File: config.mk
export PLATFORM = sky130hd
export DESIGN_NAME = flash_seq
export DESIGN_NICKNAME = d
export VERILOG_FILES = /design/src/rtl/flash_pkg.sv /design/src/rtl/flash_seq_timer.sv /design/src/rtl/flash_seq.sv
export SDC_FILE = /design/constraint.sdc
export NUM_CORES = 1
export LEC_CHECK = 0
export BUFFER_PORTS_ARGS = -buffer_cell sky130_fd_sc_hd__buf_2
export CORE_MARGIN = 2
export CORE_UTILIZATION = 50
export DETAILED_ROUTE_END_ITERATION = 16
export PLACE_DENSITY_LB_ADDON = 0.15
export SETUP_SLACK_MARGIN = 0.02
export SLEW_MARGIN = 20
export SYNTH_ARGS = -nofsm -noshare
export SYNTH_HDL_FRONTEND = slang
export SYNTH_HIERARCHICAL = 1
export SYNTH_SLANG_ARGS = --single-unit
File: constraint.sdc
create_clock -name clk -period 3.32 [get_ports clk]
set_clock_uncertainty 0.1 [all_clocks]
set_input_delay 0 -clock clk [delete_from_list [all_inputs] [get_ports clk]]
set_output_delay 0 -clock clk [all_outputs]
set_load 0.1 [all_outputs]
File: src/rtl/flash_pkg.sv
// Shared encodings for the FLASH command sequencer: FSM states, byte phases,
// the fill byte clocked out during read data, and address byte selection.
package flash_pkg;

    typedef enum logic [3:0] {
        ST_IDLE_WAIT,
        ST_IDLE,
        ST_CSS,
        ST_LOAD,
        ST_GUARD,
        ST_WAITB,
        ST_RDHOLD,
        ST_NEXT,
        ST_CSH
    } state_t;

    typedef enum logic [2:0] {
        PH_OPC,
        PH_A2,
        PH_A1,
        PH_A0,
        PH_DATA
    } phase_t;

    localparam logic [7:0] READ_FILL = 8'h00;

    // Address goes out MSB byte first.
    function automatic logic [7:0] addr_byte(input phase_t ph, input logic [23:0] a);
        logic [7:0] b;
        b = 8'h00;
        case (ph)
            PH_A2:   b = a[23:16];
            PH_A1:   b = a[15:8];
            PH_A0:   b = a[7:0];
            default: b = 8'h00;
        endcase
        return b;
    endfunction

endpackage

File: src/rtl/flash_seq_timer.sv
// 4-bit loadable down-counter; tc flags terminal count (zero). Shared by the
// chip-select setup and hold intervals.
module flash_seq_timer (
    input  logic       clk,
    input  logic       rst_n,
    input  logic       load,
    input  logic [3:0] load_val,
    output logic       tc
);

    logic [3:0] cnt;

    always_ff @(posedge clk or negedge rst_n) begin
        if (!rst_n) begin
            cnt <= 4'd0;
        end else if (load) begin
            cnt <= load_val;
        end else if (cnt != 4'd0) begin
            cnt <= cnt - 4'd1;
        end
    end

    assign tc = (cnt == 4'd0);

endmodule

File: src/rtl/flash_seq.sv
// Command sequencer in front of the byte-serial FLASH shifter: frames one
// transaction under FCS and paces one byte strobe per byte on the shifter BUSY.
//
// state     | meaning
// IDLE_WAIT | shifter may still be mid-byte after reset; wait for it to go idle
// IDLE      | accept START, latch the transaction
// CSS       | FCS low, setup interval before the first strobe
// LOAD      | present the byte for the current phase and strobe it
// GUARD     | one cycle while the shifter raises BUSY
// WAITB     | wait for the shifter; capture read data
// RDHOLD    | hold read byte until the consumer accepts it
// NEXT      | advance phase / byte count
// CSH       | hold interval before FCS returns high
module flash_seq
    import flash_pkg::*;
#(
    parameter int unsigned CSS_CYC = 2,
    parameter int unsigned CSH_CYC = 2,
    parameter int unsigned NB_W    = 9
) (
    input  logic            clk,
    input  logic            rst_n,
    input  logic            start,
    input  logic [7:0]      cmd,
    input  logic [23:0]     addr,
    input  logic            addr_en,
    input  logic            dir_rd,
    input  logic [NB_W-1:0] nbytes,
    input  logic [7:0]      wr_data,
    input  logic            wr_valid,
    output logic            wr_ready,
    output logic [7:0]      rd_data,
    output logic            rd_valid,
    input  logic            rd_ready,
    output logic            sio_ws,
    output logic [7:0]      sio_dout,
    output logic            sio_rs,
    input  logic [7:0]      sio_din,
    input  logic            sio_busy,
    output logic            fcs,
    output logic            busy,
    output logic            done
);

    localparam logic [3:0] CSS_LD = 4'(CSS_CYC - 1);
    localparam logic [3:0] CSH_LD = 4'(CSH_CYC - 1);

    state_t          state, state_nx;
    phase_t          phase, phase_nx;
    logic [7:0]      cmd_q;
    logic [23:0]     addr_q;
    logic            addr_en_q, dir_rd_q;
    logic [NB_W-1:0] remain, remain_nx, left;
    logic            fcs_nx, busy_nx, done_nx, rd_valid_nx;
    logic [7:0]      rd_data_nx;
    logic            take, tmr_load, tmr_tc;
    logic [3:0]      tmr_val;

    flash_seq_timer u_timer (
        .clk      (clk),
        .rst_n    (rst_n),
        .load     (tmr_load),
        .load_val (tmr_val),
        .tc       (tmr_tc)
    );

    // Bytes still owed after the one just finished; saturates at zero.
    assign left = (phase == PH_DATA && remain != '0) ? remain - NB_W'(1) : remain;

    always_comb begin
        state_nx    = state;
        phase_nx    = phase;
        remain_nx   = remain;
        fcs_nx      = fcs;
        busy_nx     = busy;
        done_nx     = 1'b0;
        rd_valid_nx = rd_valid;
        rd_data_nx  = rd_data;
        take        = 1'b0;
        tmr_load    = 1'b0;
        tmr_val     = CSS_LD;
        sio_ws      = 1'b0;
        sio_dout    = 8'h00;
        sio_rs      = 1'b0;
        wr_ready    = 1'b0;

        case (state)
            ST_IDLE_WAIT: if (!sio_busy) state_nx = ST_IDLE;
            ST_IDLE: begin
                if (start) begin
                    take      = 1'b1;
                    busy_nx   = 1'b1;
                    fcs_nx    = 1'b0;
                    tmr_load  = 1'b1;
                    tmr_val   = CSS_LD;
                    phase_nx  = PH_OPC;
                    remain_nx = nbytes;
                    state_nx  = ST_CSS;
                end
            end
            ST_CSS: if (tmr_tc) state_nx = ST_LOAD;
            ST_LOAD: begin
                case (phase)
                    PH_OPC: begin
                        sio_ws   = 1'b1;
                        sio_dout = cmd_q;
                    end
                    PH_DATA: begin
                        if (dir_rd_q) begin
                            sio_ws   = 1'b1;
                            sio_dout = READ_FILL;
                        end else if (wr_valid) begin
                            sio_ws   = 1'b1;
                            wr_ready = 1'b1;
                            sio_dout = wr_data;
                        end
                    end
                    default: begin
                        sio_ws   = 1'b1;
                        sio_dout = addr_byte(phase, addr_q);
                    end
                endcase
                if (sio_ws) state_nx = ST_GUARD;
            end
            ST_GUARD: state_nx = ST_WAITB;
            ST_WAITB: begin
                if (!sio_busy) begin
                    if (phase == PH_DATA && dir_rd_q) begin
                        sio_rs      = 1'b1;
                        rd_data_nx  = sio_din;
                        rd_valid_nx = 1'b1;
                        state_nx    = ST_RDHOLD;
                    end else begin
                        state_nx = ST_NEXT;
                    end
                end
            end
            ST_RDHOLD: begin
                if (rd_ready) begin
                    rd_valid_nx = 1'b0;
                    state_nx    = ST_NEXT;
                end
            end
            ST_NEXT: begin
                if (phase == PH_OPC && addr_en_q) begin
                    phase_nx = PH_A2;
                    state_nx = ST_LOAD;
                end else if (phase == PH_A2) begin
                    phase_nx = PH_A1;
                    state_nx = ST_LOAD;
                end else if (phase == PH_A1) begin
                    phase_nx = PH_A0;
                    state_nx = ST_LOAD;
                end else begin
                    remain_nx = left;
                    if (left != '0) begin
                        phase_nx = PH_DATA;
                        state_nx = ST_LOAD;
                    end else begin
                        tmr_load = 1'b1;
                        tmr_val  = CSH_LD;
                        state_nx = ST_CSH;
                    end
                end
            end
            ST_CSH: begin
                if (tmr_tc) begin
                    fcs_nx   = 1'b1;
                    done_nx  = 1'b1;
                    busy_nx  = 1'b0;
                    state_nx = ST_IDLE;
                end
            end
            default: state_nx = ST_IDLE_WAIT;
        endcase
    end

    always_ff @(posedge clk or negedge rst_n) begin
        if (!rst_n) begin
            state     <= ST_IDLE_WAIT;
            phase     <= PH_OPC;
            cmd_q     <= 8'h00;
            addr_q    <= 24'h000000;
            addr_en_q <= 1'b0;
            dir_rd_q  <= 1'b0;
            remain    <= '0;
            fcs       <= 1'b1;
            busy      <= 1'b0;
            done      <= 1'b0;
            rd_valid  <= 1'b0;
            rd_data   <= 8'h00;
        end else begin
            state    <= state_nx;
            phase    <= phase_nx;
            remain   <= remain_nx;
            fcs      <= fcs_nx;
            busy     <= busy_nx;
            done     <= done_nx;
            rd_valid <= rd_valid_nx;
            rd_data  <= rd_data_nx;
            if (take) begin
                cmd_q     <= cmd;
                addr_q    <= addr;
                addr_en_q <= addr_en;
                dir_rd_q  <= dir_rd;
            end
        end
    end

endmodule

======== After elaboration in Yosys (flattened, before gate mapping) ========
Cells that the tools add are included.
word-level totals
  flip-flop bits (word level) ............. 66
  output and inout port bits .............. 23
  word-level logic and storage cells ...... 121
operators by class
  add/subtract/negate cells ............... 2
  equal/unequal tests ..................... 24
  muxes and demuxes ....................... 62
  bitwise logic cells ..................... 1
  reductions and logical operators ........ 19
operator list
  operator                                                            count
  4-bit two-way mux                                                   13
  9-bit two-way mux                                                   5
  4-bit one-hot mux with 9 select lines                               1
  1-bit two-way mux                                                   27
  8-bit two-way mux                                                   3
  8-bit one-hot mux with 3 select lines                               1
  2-bit inequality test, second input constant                        11
  9-bit one-hot mux with 2 select lines                               1
  9-bit nonzero test                                                  2
  4-bit by 3-bit == test with 1-bit output, second input constant     4
  8-bit one-hot mux with 2 select lines                               1
  3-bit two-way mux                                                   5
  3-bit AND reduction                                                 3
  9-bit by 1-bit subtractor with 9-bit output, second input constant  1
  4-bit by 2-bit == test with 1-bit output, second input constant     2
  4-bit zero test                                                     2
  1-bit one-hot mux with 2 select lines                               4
  2-bit nonzero test                                                  4
  7-bit AND reduction                                                 1
  3-bit by 2-bit == test with 1-bit output, second input constant     2
  3-bit one-hot mux with 2 select lines                               1
  5-bit inequality test, second input constant                        1
  5-bit AND reduction                                                 1
  4-bit by 1-bit == test with 1-bit output, second input constant     1
  9 further kinds                                                     11

======== Longest topological paths before layout ========
Gate-level depths: netlist of run 1.
  depth after elaboration ................. 10
  gate-level depth with buffers ........... 10
  gate-level depth less buffers ........... 9

======== Modules after synthesis ========
The synthesis of run 1 kept the hierarchy.
modules (own cells, without submodules)
  module           times used  cells each  area an instance (µm²)
  flash_seq        1           297         3251.9
  flash_seq_timer  1           23          232.7

======== Worst setup path before layout of run 1 ========
No wires, ideal clock.
  kind .................................... register to output
  start ................................... register phase[0]
  end ..................................... output wr_ready
  data arrival time ....................... 2.677 ns
  required time ........................... 3.220 ns
  path slack .............................. 0.543 ns
  cell stages (with the launch flop) ...... 5
  cell sequence ........................... dfrtp_1 -> buf_6 -> or3b_4 -> nor3b_2 -> nor2b_1
between the ends
  longest elaborated chain between the ends .. 3
ends and longest elaborated chain
  item                    line              source
  from (decl)             flash_seq.sv:49   phase_t phase, phase_nx;
  from (signal assigned)  flash_seq.sv:194  phase <= phase_nx;
  3-bit == test           flash_seq.sv:103  case (phase)
  1-bit two-way mux       flash_seq.sv:103
  1-bit two-way mux       flash_seq.sv:87   case (state)
  to (decl)               flash_seq.sv:31   output logic wr_ready,
Every way passes these cells.

======== Final worst setup path of run 1 ========
  start ................................... register phase[0]
  end ..................................... output sio_dout[7]
between the ends
  longest elaborated chain between the ends .. 4
  elaborated cells on any way between the ends .. 8
ends and longest elaborated chain
  item                                                                                                  line              source
  3-bit by 2-bit == test with 1-bit output or 3-bit by 1-bit == test with 1-bit output (tied branches)  flash_pkg.sv:31   case (ph)
  8-bit one-hot mux with 3 select lines                                                                 flash_pkg.sv:31
  8-bit one-hot mux with 2 select lines (*)                                                             flash_seq.sv:103
  8-bit two-way mux (*)                                                                                 flash_seq.sv:87
  to (decl)                                                                                             flash_seq.sv:36   output logic [7:0] sio_dout,
Mark *: on every way between the ends. The rest lies on a longest branch, timed or not.

==> results of run 1 <==
[final cells by class]
| class | count | area [µm²] | area share (%) |
|---|---|---|---|
| Clock buffer | 9 | 124 | 2.60 |
| Clock inverter | 6 | 115 | 2.42 |
| Inverter | 8 | 30.0 | 0.631 |
| Multi-Input combinational cell | 231 | 1730 | 36.3 |
| Sequential cell | 66 | 1650 | 34.7 |
| Tap cell | 80 | 100 | 2.10 |
| Timing Repair Buffer | 146 | 1010 | 21.2 |
[through the flow]
step	setup slack (ns)	utilization, %	hold WS [ns]
3_3_place_gp	0.695	59.1	-0.136
2_1_floorplan	0.543	-	-0.396
6_report	0.510	70.5	0.0304
5_1_grt	0.386	70.5	0.0786
3_5_place_dp	0.623	59.1	-0.130
4_1_cts	0.502	70.5	0.0317
[cells by family after synthesis]
logic type	count (synthesis)	synth area share, %
xor gates and xnor gates	2	0.503
buffers and inverters	25	3.16
and+or+nand+nor	105	16.5
adders and majority gates	3	1.08
other	2	0.216
AOI/OAI and AO/OA	64	11.5
muxes	53	19.6
DFF	66	47.4
[final timing paths]
| check | slack [ns] | to |
|---|---|---|
| worst max-delay path | 0.51 | sio_dout[7] |
| worst min-delay path | 0.03 | remain[1] |
| worst max register to register | 0.59 | u_timer/cnt[3] |
| worst min register to register | 0.38 | fcs |
| max in group asynchronous | 2.14 | cmd_q[4] |
| min in group clk | 0.07 | busy |
[Yosys cell counts, types with 4 or more instances]
master	number
clkbuf_1	9
nand2b_1	4
buf_2	7
nor2_1	24
o22ai_1	4
inv_1	8
a21oi_1	25
mux2_2	43
o21ai_0	13
nand2_1	23
nand3_1	5
nor3_1	9
dfrtp_1	65
mux4_2	8
nor2b_1	12
[where the power goes]
group / switching, W / internal [W]
combinational: 0.00117 / 0.000844
sequential: 0.000282 / 0.00115
clock: 0.000321 / 0.000499
[registers in the layout, indices dropped and copies added, names as in the netlist]
signal and flops:
addr_en_q 1, fcs 1, phase 3, remain 9, addr_q 24, rd_data 8
state 4, dir_rd_q 1, busy 1, rd_valid 1, done 1, cmd_q 8
u_timer/cnt 4
[per-layer routing]
metal	vias to the layer above	track usage, %	wire length (µm)
met5	-	0	0
met4	0	9.37	196
met3	18	5.88	413
met2	90	40.0	4290
met1	1422	29.3	3570
li1	1438	-	-
[worst reg2reg max path, delay by kind of cell, from the launching register on]
family | cells | cell delay (ns)
AOI/OAI and AO/OA | 2 | 0.49
adders and majority gates | 1 | 0.18
buffers and inverters | 1 | 0.13
DFF | 1 | 0.42
muxes | 1 | 0.19
and+or+nand+nor | 4 | 1.11
[repair_timing]
action,in CTS,in global routing
setup buffers,0,0
hold buffers,53,0
endpoints found under the hold margin,70,0
==> flow_summary.json, run 1 <==
{
  "row_count": 30,
  "synth_top_area_share_pct": 46.7,
  "hp-class": "in -> async",
  "final_common_cell": "buf_2",
  "tightest_slew_ns": 0.670,
  "antenna_found_initial": 0,
  "overflow": 0,
  "grt.total_usage_pct": 23.8,
  "seq_area_frac_synth_pct": 47.4,
  "vias": 2968,
  "fin_setup_tns_ns": 0,
  "drt_iter0_drc": 109,
  "most-common-layout-cells": "87 x buf_2, 65 x dfrtp_1, 53 x dlygate4sd3_1",
  "placed_cell_area_mm2": 0.00399,
  "slew_headroom_pct": 55.1,
  "fin_nets": 530,
  "ant_nets": 0,
  "cap_viol_max_count": 0,
  "critPathMaxFanout": 10,
  "avgSynthCellArea_um2": 10.9,
  "min_period_ns": 2.81,
  "path_class": "reg -> out",
  "drive_above_1_share_pct": 36.3,
  "max-vdd-ir-drop_mv": 0.750,
  "antenna_cells": 0,
  "yosysWarnings": 6,
  "path_cells": "or3b_4, nor3b_2, a21oi_1, nor2_1, buf_2",
  "clkLatencyLatePin_ns": 0.34,
  "worstPathBufferInverterCount": 1,
  "post-route-drc-count": 0,
  "start_util_pct": 51.6,
  "power.leakage_nw": 2.18,
  "ys.flop_type": "dfrtp_1",
  "final_cell_area_mm2": 0.00476,
  "synth_async_sr_flop_share_pct": 100,
  "slew_violations": 0,
  "vias_per_cell": 5.44,
  "slowest_delay_ns": 0.60,
  "cts_buffer_depth": 2,
  "setup_viol": 0,
  "worstPathRequired_ns": 3.22,
  "total_power_w": 0.00426,
  "post-route-period-util_pct": 84.6,
  "cp_data_arrival_time_ns": 2.71,
  "synth_cell_type_count": 53,
  "worstSetupStartpoint": "phase[0]",
  "final_cell_count_no_fill": 546,
  "cts_tree": "built",
  "dp_hpwl_mm": 5.60,
  "dieArea_mm2": 0.00765,
  "cp_num_cells": 5,
  "yosys_register_bits": 66,
  "synth_area_leader_cell": "dfrtp_1",
  "reg2reg_from": "remain[0]",
  "postCtsResizedCells": 0,
  "slowest_stage": "nor3b_2",
  "synth_area_mm2": 0.00348,
  "crit_family": "simple AND/OR/NAND/NOR gates",
  "chipHeight_um": 87.5,
  "grt_setup_unrepaired": "no",
  "synthTopCellsByArea": "dfrtp_1 47%, mux2_2 14%, mux4_2 5.2%",
  "ios": 88,
  "grt_pass1_vias": 2996,
  "cts_made_buffers": 9,
  "final_hold_viol_count": 0,
  "max_freq_ghz": 0.356,
  "wl_per_cell_um": 15.5,
  "routed_wl_mm": 8.47,
  "root_buffer": "clkbuf_8",
  "cts.sinks": 66,
  "r2r.worst_path.cells": 9,
  "grt_pass1_wl_mm": 14.0,
  "place_congestion": 0.932,
  "fillCellCount": 488,
  "htree_levels": 3,
  "syn_to_final_growth_pct": 36.7,
  "die_w_um": 87.5,
  "dp_cells": 478,
  "power.density_mw_per_mm2": 894,
  "status": "finished clean",
  "grt_max_degree": 49,
  "io_buffers": 87,
  "core_area_mm2": 0.00676,
  "startpoint_type": "flop",
  "end_kind": "primary output",
  "first_pass_iters": 4,
  "clkTransAtPathRegs_ns": 0.08,
  "syn_inst": 320,
  "synth_edf_count": 0
}
Power figures use the tool's default switching activity.
==> run 2: changes to the inputs <==
- clock period: 3.32 -> 2.8 ns (I/O delays scaled with it)
==> flow_summary.json, run 2 (synthesized netlist as in run 1, its figures left out) <==
{
  "clkTransAtPathRegs_ns": 0.08,
  "worstPathRequired_ns": 2.94,
  "multi_input_area_mm2": 0.00174,
  "rr_endpoint": "u_timer/cnt[3]",
  "grt_pass1_wl_mm": 14.1,
  "utilization_pct": 73.0,
  "io_buffers": 87,
  "dp_hpwl_mm": 5.97,
  "grt_setup_unrepaired": "no",
  "setup_viol": 0,
  "final_common_cell": "buf_2",
  "vias": 2998,
  "worstSetupStartpoint": "remain[0]",
  "hp-class": "in -> reg",
  "drive_above_1_share_pct": 37.9,
  "htree_levels": 3,
  "start_util_pct": 51.6,
  "cts_tree": "built",
  "slew_violations": 0,
  "root_buffer": "clkbuf_8",
  "routed_wl_mm": 8.72,
  "post-route-period-util_pct": 93.1,
  "dieArea_mm2": 0.00765,
  "slew_headroom_pct": 47.3,
  "vias_per_cell": 5.40,
  "max-vdd-ir-drop_mv": 0.665,
  "max_freq_ghz": 0.384,
  "grt_pass1_vias": 3014,
  "regArea_mm2": 0.00165,
  "critPathMaxFanout": 9,
  "final_cell_area_mm2": 0.00493,
  "r2r.worst_path.cells": 9,
  "min_period_ns": 2.61,
  "final_cell_count_no_fill": 555,
  "chipHeight_um": 87.5,
  "ios": 88,
  "wl_per_cell_um": 15.7,
  "cts_made_buffers": 9,
  "syn_to_final_growth_pct": 41.5,
  "die_w_um": 87.5,
  "path_cells": "inv_1, ha_1, and4bb_2, nand2b_1, o2111ai_1, or4_1, nand2_2, nor3_1, a221o_1",
  "cp_data_arrival_time_ns": 2.74,
  "power.density_mw_per_mm2": 1030,
  "path_class": "reg -> reg",
  "slowest_stage": "or4_1",
  "most-common-layout-cells": "78 x buf_2, 65 x dfrtp_1, 53 x dlygate4sd3_1",
  "startpoint_type": "flop",
  "holdPathStages": 5,
  "cts.sinks": 66,
  "core_area_mm2": 0.00676,
  "power.leakage_nw": 2.23,
  "clkLatencyLatePin_ns": 0.34,
  "placed_cell_area_mm2": 0.00419,
  "cap_viol_max_count": 0,
  "largest_reg_flops": 24,
  "antenna_cells": 0,
  "first_pass_iters": 4,
  "slowest_delay_ns": 0.56,
  "ant_nets": 0,
  "fin_nets": 538,
  "whs_ns": 0.0453,
  "overflow": 0,
  "grt.total_usage_pct": 23.9,
  "rrSetupSlack_ns": 0.19,
  "end_kind": "flop",
  "fillCellCount": 483,
  "cts_buffer_depth": 2,
  "status": "finished clean",
  "fin_setup_tns_ns": 0,
  "row_count": 30,
  "final_hold_viol_count": 0,
  "drt_iter0_drc": 116,
  "top_register": "addr_q",
  "tightest_slew_ns": 0.790,
  "post-route-drc-count": 0,
  "crit_path_end": "u_timer/cnt[3]",
  "place_congestion": 0.846,
  "antenna_found_initial": 0,
  "largestRegisters": "addr_q x24, remain x9",
  "dp_cells": 486,
  "grt_max_degree": 37,
  "reg2reg_from": "remain[0]"
}
==> run 2: metal layers <==
metal | vias to the layer above | wire length (µm) | global-route usage, %
met3 | 8 | 397 | 5.02
met4 | 0 | 65 | 6.43
li1 | 1460 | - | -
met5 | - | 0 | 0
met2 | 88 | 4470 | 41.2
met1 | 1442 | 3790 | 30.6
==> run 2: cell type report <==
cell class / count / area share (%)
Multi-Input combinational cell: 231 / 35.3
Timing Repair Buffer: 154 / 24.5
Clock inverter: 7 / 1.55
Clock buffer: 9 / 2.51
Tap cell: 80 / 2.03
Sequential cell: 66 / 33.5
Inverter: 8 / 0.609
==> run 2: worst min-delay path by stage <==
| stage | startpoint | end | slack, ns |
|---|---|---|---|
| floorplan | rst_n | addr_en_q | -0.40 |
| global placement | rst_n | busy | 0.02 |
| detailed placement | rst_n | busy | 0.02 |
| CTS | wr_valid | state[2] | 0.04 |
| global route | start | busy | 0.1 |
| finish | wr_valid | state[2] | 0.05 |
==> run 2: stage by stage <==
stage | setup slack [ns] | total power (W)
6_report | 0.193 | 0.00510
5_1_grt | 0.0590 | 0.00541
4_1_cts | 0.125 | 0.00509
3_5_place_dp | 0.118 | 0.00420
3_3_place_gp | 0.247 | 0.00412
2_1_floorplan | 0.0234 | 0.00353
==> run 2: report_power, final <==
group | leakage, nW | internal (W) | switching [W] | total (W)
clock network | 0.0962 | 0.000417 | 0.000410 | 0.000827
logic | 1.32 | 0.00115 | 0.00148 | 0.00262
registers | 0.808 | 0.00136 | 0.000293 | 0.00165
==> run 2: repair_timing <==
action | CTS | global route
hold endpoints to repair | 85 | 0
endpoints found under the setup margin | 0 | 1
setup buffers | 0 | 0
gates resized for setup | 0 | 3
hold buffers | 53 | 0
==> run 2: worst max-delay path, delay by kind of cell (launching register included) <==
family	cells	cell delay, ns
DFF	1	0.40
adders and majority gates	1	0.18
and+or+nand+nor	5	1.23
AOI/OAI and AO/OA	2	0.46
buffers and inverters	1	0.12
==> run 3: changes to the inputs <==
- CORE_ASPECT_RATIO: not set -> 2
- CTS_CLUSTER_DIAMETER: not set -> 200
==> flow_summary.json, run 3 (synthesized netlist as in run 1, its figures left out) <==
{
  "status": "finished clean",
  "final_hold_viol_count": 0,
  "vias": 2976,
  "overflow": 0,
  "max_freq_ghz": 0.400,
  "drive_above_1_share_pct": 36.9,
  "wl_per_cell_um": 15.5,
  "setup_ws_ns": 0.298,
  "slowest_stage": "nor3b_2",
  "fillCellCount": 518,
  "cts_tree": "built",
  "path_class": "reg -> out",
  "grt_max_degree": 67,
  "setup_viol": 0,
  "core_area_mm2": 0.00683,
  "top_register": "addr_q",
  "cp_data_arrival_time_ns": 2.40,
  "grt_pass1_wl_mm": 14.6,
  "final_common_cell": "buf_2",
  "slew_violations": 0,
  "grt_pass1_vias": 3095,
  "tightest_slew_ns": 0.823,
  "antenna_cells": 0,
  "r2r.worst_path.cells": 9,
  "rr_endpoint": "u_timer/cnt[3]",
  "io_buffers": 87,
  "ios": 88,
  "end_kind": "primary output",
  "vias_per_cell": 5.30,
  "syn_to_final_growth_pct": 43.0,
  "fin_nets": 536,
  "clkTransAtPathRegs_ns": 0.05,
  "ant_nets": 0,
  "root_buffer": "clkbuf_16",
  "cap_viol_max_count": 0,
  "worstSetupStartpoint": "phase[0]",
  "multi_input_area_mm2": 0.00173,
  "cts_buffer_depth": 2,
  "path_cells": "or3b_4, nor3b_2, a21oi_1, nor2_1, buf_12",
  "antenna_found_initial": 0,
  "worstPathRequired_ns": 2.70,
  "die_w_um": 63.0,
  "largest_reg_flops": 24,
  "utilization_pct": 72.9,
  "first_pass_iters": 4,
  "cts_made_buffers": 9,
  "most-common-layout-cells": "78 x buf_2, 65 x dfrtp_1, 52 x dlygate4sd3_1",
  "startpoint_type": "flop",
  "max-vdd-ir-drop_mv": 0.697,
  "fin_setup_tns_ns": 0,
  "place_congestion": 0.921,
  "rrSetupSlack_ns": 0.33,
  "post-route-drc-count": 0,
  "power.density_mw_per_mm2": 1060,
  "grt_setup_unrepaired": "no",
  "crit_path_end": "sio_dout[1]",
  "reg2reg_from": "remain[0]",
  "htree_levels": 3,
  "drt_iter0_drc": 94,
  "power.leakage_nw": 2.26,
  "hp-class": "in -> reg",
  "slowest_delay_ns": 0.62,
  "critPathMaxFanout": 9,
  "row_count": 43,
  "cts.sinks": 66,
  "min_period_ns": 2.50,
  "dieArea_mm2": 0.00769,
  "regArea_mm2": 0.00165,
  "routed_wl_mm": 8.68,
  "dp_hpwl_mm": 5.94,
  "slew_headroom_pct": 45.1,
  "largestRegisters": "addr_q x24, remain x9",
  "chipHeight_um": 122,
  "start_util_pct": 51.0,
  "post-route-period-util_pct": 89.4,
  "clkLatencyLatePin_ns": 0.32,
  "pre_cts_slack_ns": 0.340,
  "grt.total_usage_pct": 24.5
}
[run 3: cell types whose count changed in the layout (fill, tap and decap cells not counted), sizes merged]
cell / delta
clkbuf: +3
bufinv: -1
dlygate4sd3: -1
inv: -2
buf: -1
clkinvlp: -2
[run 3: area by class of cell]
class,instances,area share [%]
tap,90,2.26
multi-input combinational,231,34.7
clock inverter,2,0.276
timing repair buffer,152,23.9
clock buffer,12,5.15
sequential,66,33.2
inverter,8,0.603
[run 3: critical path, delay by kind of cell, from the launching register on]
family / cells / cell delay, ns
AND/OR/NAND/NOR: 3 / 1.29
flip-flops: 1 / 0.43
buffers and inverters: 1 / 0.21
AO/OA/AOI/OAI: 1 / 0.15
[run 3: per-stage QoR]
stage / hold WS (ns) / cells / power [W] / cell area [µm²]
after floorplan: -0.396 / 322 / 0.00353 / 3490
after global placement: 0.126 / 495 / 0.00413 / 4190
after detailed placement: 0.136 / 495 / 0.00422 / 4190
after CTS: 0.00190 / 561 / 0.00531 / 4980
after global routing: 0.0300 / 561 / 0.00563 / 4980
final: 0.0104 / 561 / 0.00527 / 4980
[run 3: per-layer routing]
layer  part of all wire (%)  track usage (%)  routed length, µm  vias to the layer above
met5                      0                0                  0                        -
li1                       -                -                  -                     1450
met2                     52             40.8               4520                       89
met3                    4.0             4.34                343                       18
met4                    2.8             13.1                245                        0
met1                     41             30.0               3580                     1419
[run 3: worst min path at each step]
stage | endpoint | depth (start not counted) | startpoint
2_1_floorplan | addr_en_q | 0 | rst_n
3_3_place_gp | done | 2 | rst_n
3_5_place_dp | u_timer/cnt[0] | 2 | rst_n
4_1_cts | remain[5] | 3 | nbytes[5]
5_1_grt | remain[5] | 3 | nbytes[5]
6_report | remain[5] | 3 | nbytes[5]
[run 3: power breakdown]
group	internal (W)	switching [W]	total (W)	leakage [nW]
clock network	0.000636	0.000369	0.00100	0.134
registers	0.00136	0.000287	0.00165	0.808
logic	0.00114	0.00148	0.00262	1.31
total	0.00314	0.00213	0.00527	2.26
[run 3: timing repair]
action,4_1_cts,5_1_grt
endpoints found under the setup margin,0,0
setup buffers,0,0
hold buffers,52,0
gates resized for setup,0,0
hold endpoints to repair,116,0
